$ cat src/rtl/attention_qkv_loader_if.sv
// Stream-in / bank-out bundle for the attention QKV loader.
// master = producer/consumer side, slave = loader side.
interface attention_qkv_loader_if #(
  parameter int unsigned HEADS = 4,
  parameter int unsigned DIM   = 4
);
  localparam int unsigned W = HEADS * DIM * 32;

  logic         start;
  logic         in_valid;
  logic [31:0]  in_data;
  logic         in_ready;
  logic [W-1:0] query_flat;
  logic [W-1:0] key_flat;
  logic [W-1:0] value_flat;
  logic         qkv_valid;
  logic         qkv_ack;
  logic         busy;

  modport master (
    output start, in_valid, in_data, qkv_ack,
    input  in_ready, query_flat, key_flat, value_flat, qkv_valid, busy
  );

  modport slave (
    input  start, in_valid, in_data, qkv_ack,
    output in_ready, query_flat, key_flat, value_flat, qkv_valid, busy
  );
endinterface

$ cat src/rtl/attention_qkv_loader.sv
// Deserializes a 32-bit word stream into head-major Q, K and V banks and
// presents them with a valid/ack handshake.
module attention_qkv_loader #(
  parameter int unsigned HEADS = 4,
  parameter int unsigned DIM   = 4
) (
  input logic                   clk,
  input logic                   reset,
  attention_qkv_loader_if.slave bus
);
  localparam int unsigned N  = HEADS * DIM;
  localparam int unsigned W  = N * 32;
  localparam int unsigned CW = (N > 1) ? $clog2(N) : 1;

  typedef enum logic [2:0] {
    S_IDLE,
    S_LOAD_Q,
    S_LOAD_K,
    S_LOAD_V,
    S_DONE
  } state_t;

  state_t          r_state;
  state_t          w_state_nx;
  logic [CW-1:0]   r_e;
  logic [W-1:0]    r_query;
  logic [W-1:0]    r_key;
  logic [W-1:0]    r_value;
  logic            r_in_ready;
  logic            r_qkv_valid;
  logic            r_busy;
  logic            w_accept;
  logic            w_last;

  always_comb begin
    w_state_nx = r_state;
    w_accept   = bus.in_valid && r_in_ready;
    w_last     = (r_e == CW'(N - 1));
    case (r_state)
      S_IDLE:   if (bus.start)          w_state_nx = S_LOAD_Q;
      S_LOAD_Q: if (w_accept && w_last) w_state_nx = S_LOAD_K;
      S_LOAD_K: if (w_accept && w_last) w_state_nx = S_LOAD_V;
      S_LOAD_V: if (w_accept && w_last) w_state_nx = S_DONE;
      S_DONE:   if (bus.qkv_ack)        w_state_nx = S_IDLE;
      default:                          w_state_nx = S_IDLE;
    endcase
  end

  // Status outputs are decoded from the next state so they line up with r_state.
  always_ff @(posedge clk or posedge reset) begin
    if (reset) begin
      r_state     <= S_IDLE;
      r_in_ready  <= 1'b0;
      r_qkv_valid <= 1'b0;
      r_busy      <= 1'b0;
    end else begin
      r_state     <= w_state_nx;
      r_in_ready  <= (w_state_nx == S_LOAD_Q) || (w_state_nx == S_LOAD_K) ||
                     (w_state_nx == S_LOAD_V);
      r_qkv_valid <= (w_state_nx == S_DONE);
      r_busy      <= (w_state_nx != S_IDLE);
    end
  end

  always_ff @(posedge clk or posedge reset) begin
    if (reset) begin
      r_e <= '0;
    end else if ((r_state == S_IDLE) && bus.start) begin
      r_e <= '0;
    end else if (w_accept) begin
      r_e <= w_last ? '0 : r_e + CW'(1);
    end
  end

  always_ff @(posedge clk or posedge reset) begin
    if (reset) begin
      r_query <= '0;
      r_key   <= '0;
      r_value <= '0;
    end else if (w_accept) begin
      for (int unsigned i = 0; i < N; i++) begin
        if (r_e == CW'(i)) begin
          case (r_state)
            S_LOAD_Q: r_query[i*32 +: 32] <= bus.in_data;
            S_LOAD_K: r_key[i*32 +: 32]   <= bus.in_data;
            S_LOAD_V: r_value[i*32 +: 32] <= bus.in_data;
            default: ;
          endcase
        end
      end
    end
  end

  assign bus.in_ready   = r_in_ready;
  assign bus.qkv_valid  = r_qkv_valid;
  assign bus.busy       = r_busy;
  assign bus.query_flat = r_query;
  assign bus.key_flat   = r_key;
  assign bus.value_flat = r_value;
endmodule

$ cat src/flat_wrapper.sv
// flat-port wrapper written by rule: the top's interface ports become plain ports
module attention_qkv_loader_flat 
#(
  parameter int unsigned HEADS = 4,
  parameter int unsigned DIM   = 4
)
  (clk, reset, bus_start, bus_in_valid, bus_in_data, bus_qkv_ack, bus_in_ready, bus_query_flat, bus_key_flat, bus_value_flat, bus_qkv_valid, bus_busy);
  attention_qkv_loader_if #(.HEADS(HEADS), .DIM(DIM)) bus_i ();
  input logic clk;
  input logic reset;
  input wire logic [$bits(bus_i.start)-1:0] bus_start;
  input wire logic [$bits(bus_i.in_valid)-1:0] bus_in_valid;
  input wire logic [$bits(bus_i.in_data)-1:0] bus_in_data;
  input wire logic [$bits(bus_i.qkv_ack)-1:0] bus_qkv_ack;
  output wire logic [$bits(bus_i.in_ready)-1:0] bus_in_ready;
  output wire logic [$bits(bus_i.query_flat)-1:0] bus_query_flat;
  output wire logic [$bits(bus_i.key_flat)-1:0] bus_key_flat;
  output wire logic [$bits(bus_i.value_flat)-1:0] bus_value_flat;
  output wire logic [$bits(bus_i.qkv_valid)-1:0] bus_qkv_valid;
  output wire logic [$bits(bus_i.busy)-1:0] bus_busy;
  assign bus_i.start = bus_start;
  assign bus_i.in_valid = bus_in_valid;
  assign bus_i.in_data = bus_in_data;
  assign bus_i.qkv_ack = bus_qkv_ack;
  assign bus_in_ready = bus_i.in_ready;
  assign bus_query_flat = bus_i.query_flat;
  assign bus_key_flat = bus_i.key_flat;
  assign bus_value_flat = bus_i.value_flat;
  assign bus_qkv_valid = bus_i.qkv_valid;
  assign bus_busy = bus_i.busy;
  attention_qkv_loader #(.HEADS(HEADS), .DIM(DIM)) u_core (.clk(clk), .reset(reset), .bus(bus_i));
endmodule
$ cat config.mk
export PLATFORM = sky130hd
export DESIGN_NAME = attention_qkv_loader_flat
export DESIGN_NICKNAME = d
export VERILOG_FILES = /design/src/rtl/attention_qkv_loader_if.sv /design/src/rtl/attention_qkv_loader.sv /design/src/flat_wrapper.sv
export SDC_FILE = /design/constraint.sdc
export NUM_CORES = 2
export LEC_CHECK = 0
export ABC_CLOCK_PERIOD_IN_PS = 113300
export CORE_AREA = 8 8 605 607
export DETAILED_ROUTE_END_ITERATION = 10
export DIE_AREA = 0 0 613 615
export PLACE_DENSITY = 0.44
export RECOVER_POWER = 25
export SYNTH_ARGS = -nofsm -noshare
export SYNTH_HDL_FRONTEND = slang
export SYNTH_SLANG_ARGS = --single-unit
$ cat constraint.sdc
create_clock -name clk -period 113.3 [get_ports clk]
set_input_delay 11.33 -clock clk [delete_from_list [all_inputs] [get_ports clk]]
set_output_delay 11.33 -clock clk [all_outputs]
set_load 0.02 [all_outputs]
==> flow_summary.json <==
{
  "status": "finished with violations",
  "violations": "max-capacitance violations, max-slew violations",
  "avgSynthCellArea_sq_um": 16.6,
  "cp-end-kind": "async pin",
  "grt_max_degree": 153,
  "r2r_cells": 4,
  "tritoncts": "built",
  "synth_top_family_by_area": "multiplexers",
  "crit_family": "buffers and inverters",
  "post_cts_buffers": 0,
  "clk_path_buf_depth": 4,
  "critPathKind": "input port to async pin",
  "fin_ws_ns": 92.59,
  "drv_slew": 1103,
  "numCtsBuffers": 185,
  "fin_nets": 5106,
  "ys_ff_latch": 1546,
  "final-setup-viol-count": 0,
  "ctsHoldBuffers": 0,
  "dp_slack_ns": 96.73,
  "crit_top_cell": "buf_4",
  "synth.distinct_cells": 45,
  "path_buf_inv": 7,
  "drv_cap": 29,
  "cp_slowest_cell": "clkinvlp_2",
  "startpoint": "reset",
  "fin_worst_skew_ns": 0.0525,
  "hold_viol": 0,
  "drc_errors": 0,
  "drt_wl_total_um": 290000,
  "multi_input_area_sq_mm": 0.0184,
  "reg2reg_from": "u_core.r_e[2]",
  "pin_count": 1576,
  "core_area_sq_mm": 0.357,
  "synth-xor-area-share": 0.000150,
  "cts_root_buf": "clkbuf_16",
  "die_y_um": 615,
  "start_util": 0.164,
  "finalNonFillerCells": 9999,
  "clk_latency_ns": 0.84,
  "slew_headroom": -2.93,
  "io_buffers": 1575,
  "crit_path_max_incr_delay_ns": 2.56,
  "gp_congestion": 0.750,
  "grt.total_usage": 0.148,
  "r2r_slack_ns": 108.46,
  "yosysWarnings": 0,
  "setup_tns_ns": 0,
  "path_depth": 7,
  "grt_pass1_wl_um": 383000,
  "via_per_inst": 3.73,
  "synth_top_area_cell": "dfrtp_1",
  "hold_path.class": "flip-flop to flip-flop",
  "htreeDepth": 4,
  "finalCriticalPeriod_ns": 20.71,
  "rows": 220,
  "cts.sinks": 1546,
  "fmax_mhz": 48.3,
  "synthSimpleGateAreaFrac": 0.0118,
  "drt_iter0_markers": 2182,
  "wl_per_cell_um": 29.0,
  "drtPass1Iterations": 5,
  "die_x_um": 613,
  "cts-resized-gates": 0,
  "syn-instance-count": 3530,
  "die_area_sq_mm": 0.377,
  "antenna_found_initial": 47,
  "synth_top_area_share": 0.661,
  "regArea_sq_mm": 0.0387,
  "synth.cell_area_sq_mm": 0.0585,
  "drive_gt1_frac": 0.370,
  "dpl.hpwl_um": 198000,
  "timing.rr.end": "u_core.bus.key_flat[304]",
  "drtAntennaViolNets": 0,
  "grt_setup_unrepaired": "false",
  "fin_util": 0.239,
  "syn-num-nets": 3571,
  "worst_pin_slew_ns": 5.90,
  "start_kind": "input port",
  "synth_compound_area_frac": 0.00139,
  "crit_chain": "dlygate4sd3_1 > clkinvlp_2 > clkbuf_1 > clkbuf_1 > buf_4 > buf_4 > buf_4",
  "fillers": 37300,
  "syn2layout_area_growth_pct": 46.0,
  "crit_path_end": "u_core.bus.query_flat[15]",
  "dp.cells": 9651,
  "p_leak_nw": 38.5,
  "via_count": 37300,
  "ir_worst_vdd_v": 0.0000145,
  "grt-ovfl-total": 0,
  "synthMuxAreaShare": 0.297,
  "yosys.area_share.adder": 0.000856,
  "cts.reportedPaths.clkPinSlew_ns": 0.06,
  "period_share": 0.183,
  "ys_seq_area_frac": 0.661,
  "grt_pass1_vias": 40100,
  "ys_top_cells_by_area": "dfrtp_1, mux2_2, clkbuf_1",
  "cp_data_required_time_ns": 114.11,
  "power_density_mw_per_mm2": 26.4,
  "arrival_ns": 21.52,
  "critical_path.max_fanout": 100
}
-- worst min-delay path by stage --
stage                                     startpoint                         end  slack, ns  depth (start not counted)
after detailed placement  u_core.bus.query_flat[188]  u_core.bus.query_flat[188]       0.47                          1
final                       u_core.bus.key_flat[409]    u_core.bus.key_flat[409]       0.48                          1
after floorplan                        u_core.r_e[1]               u_core.r_e[1]       0.57                          2
after global placement    u_core.bus.query_flat[164]  u_core.bus.query_flat[164]       0.47                          1
after global routing        u_core.bus.key_flat[409]    u_core.bus.key_flat[409]       0.50                          1
after CTS                 u_core.bus.query_flat[188]  u_core.bus.query_flat[188]       0.49                          1
-- metrics by stage --
stage	cell area [sq um]	hold slack (ns)	total power, mW
6_report	85400	0.483	2.26
5_1_grt	85300	0.498	2.36
4_1_cts	85500	0.487	2.31
3_5_place_dp	79600	0.474	1.70
3_3_place_gp	79600	0.470	1.69
2_1_floorplan	58500	0.570	1.20
-- placed cells by master (no fill, tap or decap), drive strengths merged, types with 4 or more instances in the layout --
cell           Yosys  final
dfrtp           1546   1546
mux2            1536   1536
clkdlybuf4s50      0   1282
clkbuf           168    304
dlygate4sd3        0    261
buf              159    108
clkinv             0     27
nand2             24     24
diode              0     23
nor2              16     16
inv                5     11
nand4b             9      9
bufinv             0      8
and4bb             6      6
a21oi              6      6
nand4              5      5
nand3              5      5
nor3               5      5
and4b              4      4
ha                 4      4
clkinvlp           0      4
-- synth_stat cells --
master	n
buf_2	106
nor3_2	4
a21oi_1	6
nor2b_1	3
clkbuf_2	1
dfrtp_1	1546
or4b_2	1
mux2_4	18
o21ai_0	3
or2_2	1
or4_1	2
nand3_1	5
and3_1	1
and4bb_2	6
inv_1	5
nor4_4	1
buf_6	9
clkbuf_1	167
a31o_2	1
nor2_1	12
nand4_1	5
or4b_4	1
mux2_1	42
nand4bb_2	1
nor4b_1	1
and2_1	3
and4_1	2
a211oi_1	1
and4b_1	4
or3_1	1
mux2_2	1476
a311o_1	2
nand2b_1	2
nand2_2	1
nor4b_2	2
nand4b_2	1
nand2_1	23
nand4bb_1	1
buf_4	44
nor4_2	1
xor2_1	1
ha_1	4
nor2_2	4
nor3_1	1
nand4b_1	8
-- flip-flops by register name, indices dropped and copies added, names as in the netlist --
signal,count
u_core.bus.key_flat,512
u_core.bus.query_flat,512
u_core.bus.value_flat,512
u_core.r_e,4
u_core.r_state,3
u_core.bus.busy,1
u_core.bus.in_ready,1
u_core.bus.qkv_valid,1
-- worst register-to-register path: stages, from the launching register on --
cell and delay [ns]:
dfrtp_1 0.92, and4b_1 0.35, nand2_4 0.08, clkbuf_1 2.62
mux2_2 0.70
-- routing by layer --
metal  GRT usage  vias to the layer above  part of all wire
met4      0.0477                        0             0.036
met2       0.269                     1325              0.51
li1            -                    15500                 -
met5           0                        -                 0
met3      0.0398                      352             0.072
met1       0.166                    20200              0.38
-- area by class of cell --
cell class	instances	share of cell area
multi-input cells	1652	0.215
diodes	23	0.000674
inverters	5	0.000234
repair buffers	1675	0.191
flip-flops and latches	1546	0.453
well taps	4773	0.0699
clock buffers	280	0.0636
clock inverters	45	0.00626
-- power by group --
group	internal, mW	switching, mW
clock	0.348	0.244
combinational	0.399	0.453
sequential	0.718	0.0951
-- cells by family after synthesis --
| family | after synthesis |
|---|---|
| adder cells (fa/ha/maj) | 4 |
| buffers and inverters | 332 |
| flip-flops | 1546 |
| XOR/XNOR | 1 |
| AND/OR/NAND/NOR | 98 |
| AO/OA/AOI/OAI | 13 |
| multiplexers | 1536 |
Power figures use the tool's default switching activity.
